[src/rtl/bridge_pkg.sv]
// Shared types and constants for the Harvard-CPU to Avalon-MM bridge.
package bridge_pkg;

  typedef enum logic [2:0] {
    FETCH,
    DECIDE,
    DATA,
    COMMIT,
    HALT,
    ERR
  } state_t;

  localparam logic [3:0] BYTEEN_ALL = 4'b1111;

  function automatic logic [31:0] word_align(input logic [31:0] addr);
    return {addr[31:2], 2'b00};
  endfunction

endpackage

[src/rtl/harvard_bus_bridge_if.sv]
// Avalon-MM master bundle: the bridge drives the master side, memory the slave side.
interface harvard_bus_bridge_if;
  import bridge_pkg::*;

  logic [31:0] avm_address;
  logic        avm_read;
  logic        avm_write;
  logic [31:0] avm_writedata;
  logic [3:0]  avm_byteenable;
  logic [31:0] avm_readdata;
  logic        avm_waitrequest;

  modport master (
    output avm_address, avm_read, avm_write, avm_writedata, avm_byteenable,
    input  avm_readdata, avm_waitrequest
  );

  modport slave (
    input  avm_address, avm_read, avm_write, avm_writedata, avm_byteenable,
    output avm_readdata, avm_waitrequest
  );

endinterface

[src/rtl/bus_timeout_counter.sv]
// Counts consecutive stalled cycles of one bus transfer; expired flags the last allowed one.
module bus_timeout_counter
  import bridge_pkg::*;
#(
  parameter int TIMEOUT = 255
) (
  input  logic clk,
  input  logic reset,
  input  logic enable,
  input  logic clear,
  output logic expired
);

  localparam int W = (TIMEOUT < 2) ? 1 : $clog2(TIMEOUT + 1);

  logic [W-1:0] count_reg;

  always_ff @(posedge clk or negedge reset) begin
    if (!reset) begin
      count_reg <= '0;
    end else if (clear) begin
      count_reg <= '0;
    end else if (enable) begin
      count_reg <= count_reg + 1'b1;
    end
  end

  // Fires on the stall cycle that would bring the count up to TIMEOUT.
  generate
    if (TIMEOUT == 0) begin : g_off
      assign expired = 1'b0;
    end else begin : g_on
      assign expired = enable && (count_reg == W'(TIMEOUT - 1));
    end
  endgenerate

endmodule

[src/rtl/harvard_bus_bridge.sv]
// Serialises a Harvard CPU's instruction and data ports onto one Avalon-MM master,
// releasing the CPU for one clock per instruction once its memory traffic is done.
module harvard_bus_bridge
  import bridge_pkg::*;
#(
  parameter int          TIMEOUT      = 255,
  parameter logic [31:0] RESET_VECTOR = 32'hBFC00000
) (
  input  logic                  clk,
  input  logic                  reset,
  input  logic                  cpu_active,
  output logic                  cpu_clk_enable,
  input  logic [31:0]           cpu_instr_address,
  output logic [31:0]           cpu_instr_readdata,
  input  logic [31:0]           cpu_data_address,
  input  logic                  cpu_data_read,
  input  logic                  cpu_data_write,
  input  logic [31:0]           cpu_data_writedata,
  output logic [31:0]           cpu_data_readdata,
  output logic                  bus_error,
  harvard_bus_bridge_if.master  avm
);

  state_t      state_reg;
  logic [31:0] instr_reg;
  logic [31:0] data_reg;
  logic        error_reg;
  logic        waiting;
  logic        expired;
  logic        data_is_read;
  logic        unused_bits;

  assign waiting      = ((state_reg == FETCH) || (state_reg == DATA)) && avm.avm_waitrequest;
  assign data_is_read = cpu_data_read && !cpu_data_write;
  // Address LSBs and the informational reset vector play no part in the logic.
  assign unused_bits  = ^{cpu_instr_address[1:0], cpu_data_address[1:0], RESET_VECTOR};

  bus_timeout_counter #(
    .TIMEOUT (TIMEOUT)
  ) u_timeout (
    .clk     (clk),
    .reset   (reset),
    .enable  (waiting),
    .clear   (!waiting),
    .expired (expired)
  );

  // Bus drive is decoded from the registered state; the CPU's address/data inputs
  // cannot move while it is held, so the request stays stable through any stall.
  // Gating with reset makes the strobes drop the instant reset is asserted.
  always_comb begin
    avm.avm_byteenable = BYTEEN_ALL;
    avm.avm_read       = 1'b0;
    avm.avm_write      = 1'b0;
    avm.avm_address    = '0;
    avm.avm_writedata  = '0;
    if (reset) begin
      case (state_reg)
        FETCH: begin
          avm.avm_read    = 1'b1;
          avm.avm_address = word_align(cpu_instr_address);
        end
        DATA: begin
          avm.avm_read      = data_is_read;
          avm.avm_write     = cpu_data_write;
          avm.avm_address   = word_align(cpu_data_address);
          avm.avm_writedata = cpu_data_writedata;
        end
        default: ;
      endcase
    end
  end

  assign cpu_clk_enable     = (state_reg == COMMIT);
  assign cpu_instr_readdata = instr_reg;
  assign cpu_data_readdata  = data_reg;
  assign bus_error          = error_reg;

  always_ff @(posedge clk or negedge reset) begin
    if (!reset) begin
      state_reg <= FETCH;
      instr_reg <= '0;
      data_reg  <= '0;
      error_reg <= 1'b0;
    end else begin
      case (state_reg)
        FETCH: begin
          if (expired) begin
            error_reg <= 1'b1;
            state_reg <= ERR;
          end else if (!avm.avm_waitrequest) begin
            instr_reg <= avm.avm_readdata;
            state_reg <= cpu_active ? DECIDE : HALT;
          end
        end
        DECIDE: begin
          // A simultaneous load and store is a CPU fault: the store wins.
          if (cpu_data_read && cpu_data_write) begin
            error_reg <= 1'b1;
          end
          state_reg <= (cpu_data_read || cpu_data_write) ? DATA : COMMIT;
        end
        DATA: begin
          if (expired) begin
            error_reg <= 1'b1;
            state_reg <= ERR;
          end else if (!avm.avm_waitrequest) begin
            if (data_is_read) begin
              data_reg <= avm.avm_readdata;
            end
            state_reg <= COMMIT;
          end
        end
        COMMIT: begin
          state_reg <= cpu_active ? FETCH : HALT;
        end
        default: begin
          state_reg <= state_reg;
        end
      endcase
    end
  end

endmodule

[src/flat_wrapper.sv]
// flat-port wrapper written by rule: the top's interface ports become plain ports
module harvard_bus_bridge_flat import bridge_pkg::*;
#(
  parameter int          TIMEOUT      = 255,
  parameter logic [31:0] RESET_VECTOR = 32'hBFC00000
)
  (clk, reset, cpu_active, cpu_clk_enable, cpu_instr_address, cpu_instr_readdata, cpu_data_address, cpu_data_read, cpu_data_write, cpu_data_writedata, cpu_data_readdata, bus_error, avm_avm_address, avm_avm_read, avm_avm_write, avm_avm_writedata, avm_avm_byteenable, avm_avm_readdata, avm_avm_waitrequest);
  harvard_bus_bridge_if avm_i ();
  input  logic clk;
  input  logic reset;
  input  logic cpu_active;
  output logic cpu_clk_enable;
  input  logic [31:0] cpu_instr_address;
  output logic [31:0] cpu_instr_readdata;
  input  logic [31:0] cpu_data_address;
  input  logic cpu_data_read;
  input  logic cpu_data_write;
  input  logic [31:0] cpu_data_writedata;
  output logic [31:0] cpu_data_readdata;
  output logic bus_error;
  output wire logic [$bits(avm_i.avm_address)-1:0] avm_avm_address;
  output wire logic [$bits(avm_i.avm_read)-1:0] avm_avm_read;
  output wire logic [$bits(avm_i.avm_write)-1:0] avm_avm_write;
  output wire logic [$bits(avm_i.avm_writedata)-1:0] avm_avm_writedata;
  output wire logic [$bits(avm_i.avm_byteenable)-1:0] avm_avm_byteenable;
  input wire logic [$bits(avm_i.avm_readdata)-1:0] avm_avm_readdata;
  input wire logic [$bits(avm_i.avm_waitrequest)-1:0] avm_avm_waitrequest;
  assign avm_avm_address = avm_i.avm_address;
  assign avm_avm_read = avm_i.avm_read;
  assign avm_avm_write = avm_i.avm_write;
  assign avm_avm_writedata = avm_i.avm_writedata;
  assign avm_avm_byteenable = avm_i.avm_byteenable;
  assign avm_i.avm_readdata = avm_avm_readdata;
  assign avm_i.avm_waitrequest = avm_avm_waitrequest;
  harvard_bus_bridge #(.TIMEOUT(TIMEOUT), .RESET_VECTOR(RESET_VECTOR)) u_core (.clk(clk), .reset(reset), .cpu_active(cpu_active), .cpu_clk_enable(cpu_clk_enable), .cpu_instr_address(cpu_instr_address), .cpu_instr_readdata(cpu_instr_readdata), .cpu_data_address(cpu_data_address), .cpu_data_read(cpu_data_read), .cpu_data_write(cpu_data_write), .cpu_data_writedata(cpu_data_writedata), .cpu_data_readdata(cpu_data_readdata), .bus_error(bus_error), .avm(avm_i));
endmodule
[config.mk]
export PLATFORM = sky130hd
export DESIGN_NAME = harvard_bus_bridge_flat
export DESIGN_NICKNAME = d
export VERILOG_FILES = /design/src/rtl/bridge_pkg.sv /design/src/rtl/harvard_bus_bridge_if.sv /design/src/rtl/bus_timeout_counter.sv /design/src/rtl/harvard_bus_bridge.sv /design/src/flat_wrapper.sv
export SDC_FILE = /design/constraint.sdc
export NUM_CORES = 1
export LEC_CHECK = 0
export ABC_AREA = 1
export BUFFER_PORTS_ARGS = -buffer_cell sky130_fd_sc_hd__buf_2
export CAP_MARGIN = 20
export CORE_AREA = 2 2 120 146
export DETAILED_ROUTE_END_ITERATION = 8
export DIE_AREA = 0 0 122 148
export HOLD_SLACK_MARGIN = 0.05
export PLACE_DENSITY = 0.48
export SLEW_MARGIN = 40
export SYNTH_ARGS = -nofsm -noshare
export SYNTH_HDL_FRONTEND = slang
export SYNTH_SLANG_ARGS = --single-unit
[constraint.sdc]
create_clock -name clk -period 2 [get_ports clk]
set_clock_uncertainty 0.1 [all_clocks]
set_input_delay 0.3 -clock clk [delete_from_list [all_inputs] [get_ports clk]]
set_output_delay 0.3 -clock clk [all_outputs]
set_load 0.01 [all_outputs]
==> impl_metrics.env <==
export IMPL_outcome="complete, but fails checks"
export IMPL_violations="negative setup slack"
export IMPL_max_vdd_ir_drop_mv=0.363
export IMPL_reg2reg_from="u_core.state_reg[0]"
export IMPL_cts_made_buffers=9
export IMPL_startpoint="u_core.state_reg[0]"
export IMPL_synth_warnings=0
export IMPL_layout_common_cells="buf_2 (257), nand2_1 (115), dfrtp_1 (76)"
export IMPL_drv_cap=0
export IMPL_clkLatencyLatePin_ns=0.33
export IMPL_die_x_um=122
export IMPL_ys_seq_area_share_pct=46.3
export IMPL_h_tree_depth=3
export IMPL_power_switching_uw=794
export IMPL_nets=917
export IMPL_worstPathArrival_ns=1.62
export IMPL_setup_viol=8
export IMPL_finalMaxSlewViolations=0
export IMPL_fin_crit_ns=2.02
export IMPL_final_period_utilization_pct=101
export IMPL_initial_core_util_pct=24.7
export IMPL_cts_root_buf="clkbuf_16"
export IMPL_whs_path_depth=3
export IMPL_io_buffers=259
export IMPL_cp_start_kind="register"
export IMPL_finalWorstSetupSlack_ns=-0.0242
export IMPL_swShare_pct=23.1
export IMPL_num_fill_cells=1774
export IMPL_cp_max_fo=4
export IMPL_cp_end_kind="primary output"
export IMPL_crit_required_ns=1.60
export IMPL_rsz0062_at_grt="yes"
export IMPL_grt_first_pass_wirelength_um=21300
export IMPL_fin_setup_tns_ns=-0.0793
export IMPL_die_area_mm2=0.0181
export IMPL_vias=4206
export IMPL_drt_iter0_drc=121
export IMPL_routed_via_density=4.18
export IMPL_grt_pass1_vias=3925
export IMPL_ff2ff_path_depth=9
export IMPL_wirelength_um=14700
export IMPL_combPwrFrac_pct=7.6
export IMPL_syn_area_mm2=0.00411
export IMPL_seqPwrFrac_pct=44.7
export IMPL_clkPwrFrac_pct=47.7
export IMPL_grt_antenna_before_repair=7
export IMPL_core_mm2=0.0166
export IMPL_layout_commonest_cell="buf_2"
export IMPL_hold_viol=0
export IMPL_place_gp_congestion=0.787
export IMPL_syn_inst=510
export IMPL_avgRoutedWirePerCell_um=14.6
export IMPL_cts_tree="done"
export IMPL_die_h_um=148
export IMPL_cts_sinks=76
export IMPL_worst_hold_slack_ns=0.127
export IMPL_dr_pass1_iters=4
export IMPL_ys_types=27
export IMPL_path_clk_slew_ns=0.06
export IMPL_num_io_pins=270
export IMPL_drc_errors=0
export IMPL_hold_class="input pin to register"
export IMPL_row_count=52
export IMPL_pwr_density_cell_mw_per_mm2=537
export IMPL_stdcell_count=1006
export IMPL_p_int_uw=2650
export IMPL_r2r_setup_slack_ns=0.14
export IMPL_place_ws_ns=0.139
export IMPL_cp_endpoint="avm_avm_address[23]"
export IMPL_timing_rr_end="u_core.cpu_data_readdata[0]"
export IMPL_max_freq_mhz=494
export IMPL_clockBufferDepth=2
export IMPL_critPathKind="register to primary output"
export IMPL_synth_seq_cells=76
export IMPL_leakagePower_uw=0.00362
export IMPL_final_layout_size_suffix_gt1_share_pct=56.6
export IMPL_grt_usage_pct=15.4
export IMPL_grt_max_degree=74
export IMPL_final_area_mm2=0.00641
export IMPL_ant_nets=0
export IMPL_dpl_hpwl_um=11000
export IMPL_placed_cells=966
export IMPL_syn_area_per_cell_um2=8.05
export IMPL_placed_area_mm2=0.00555
export IMPL_gr_total_overflow=0
export IMPL_area_delta_synth_final_pct=56.1
[power by group through the flow]
| stage | clock (uW) | sequential (uW) | combinational (uW) |
|---|---|---|---|
| after global placement | 0 | 1570 | 246 |
| after CTS | 1700 | 1540 | 255 |
| final | 1640 | 1540 | 263 |
| after detailed placement | 0 | 1570 | 245 |
| after floorplan | 0 | 1570 | 70.3 |
| after global routing | 1770 | 1540 | 295 |
[Yosys cell counts, drive strengths merged]
| master | count | area [um2] |
|---|---|---|
| a21oi | 35 | 175 |
| o21ai | 70 | 478 |
| ha | 2 | 25.0 |
| conb | 2 | 7.51 |
| nand2 | 180 | 772 |
| nand4 | 2 | 27.5 |
| nor2 | 46 | 196 |
| xor2 | 1 | 8.76 |
| inv | 52 | 203 |
| nand3 | 6 | 30.0 |
| nor3 | 3 | 15.0 |
| clkbuf | 6 | 22.5 |
| dfrtp | 76 | 1900 |
| buf | 28 | 236 |
| nor4 | 1 | 6.26 |
[logic make-up (layout without fill, tap and decap cells)]
kind of cell | count (synthesis) | count (layout) | share of synthesized area [%]
buf+inv | 86 | 357 | 11.2
flops | 76 | 76 | 46.3
xor+xnor | 1 | 1 | 0.213
simple gates | 238 | 239 | 25.5
other cells | 2 | 10 | 0.183
compound gates | 105 | 105 | 15.9
fa+ha+maj | 2 | 2 | 0.609
[per-layer routing]
layer / global-route usage (%) / wire [um]
met3: 5.94 / 1590
met2: 26.4 / 7190
met1: 18.3 / 5750
met4: 3.45 / 147
met5: 0 / 41
[repair_timing]
action,4_1_cts,5_1_grt
hold endpoints to repair,76,0
hold buffers,1,0
pin swaps,19,20
buffers inserted,14,2
gates resized for setup,48,63
setup endpoints to repair,31,36
gates cloned,4,0
[critical path, cell delays in order (launching register included)]
cell,delay (ns)
dfrtp_1,0.39
inv_2,0.11
nand2_8,0.09
buf_4,0.16
nor2_4,0.12
nand2_1,0.09
a21oi_2,0.18
buf_2,0.16
[worst min-delay path by stage]
stage          slack (ns)                  from                            to
6_report             0.13  avm_avm_readdata[25]  u_core.cpu_data_readdata[25]
5_1_grt              0.12  avm_avm_readdata[19]  u_core.cpu_data_readdata[19]
4_1_cts              0.11  avm_avm_readdata[25]  u_core.cpu_data_readdata[25]
3_5_place_dp         0.04                 reset              u_core.bus_error
3_3_place_gp         0.03                 reset              u_core.bus_error
2_1_floorplan        -0.1                 reset              u_core.bus_error
[metrics by stage]
step           total power [uW]  utilization, %
6_report                   3440            38.6
3_3_place_gp               1810            33.5
4_1_cts                    3490            37.3
2_1_floorplan              1640               -
3_5_place_dp               1810            33.5
5_1_grt                    3600            38.6
[final cells by class]
cell class | count | area (um2) | area share [%]
timing repair buffer | 288 | 1630 | 25.4
sequential | 76 | 1900 | 29.7
clock buffer | 10 | 239 | 3.73
clock inverter | 6 | 63.8 | 0.996
timing repair inverter | 1 | 6.26 | 0.0976
antenna | 4 | 10.0 | 0.156
multi-input combinational | 353 | 2070 | 32.3
inverter | 52 | 218 | 3.40
tap | 216 | 270 | 4.22
(Power assumes the default switching activity.)
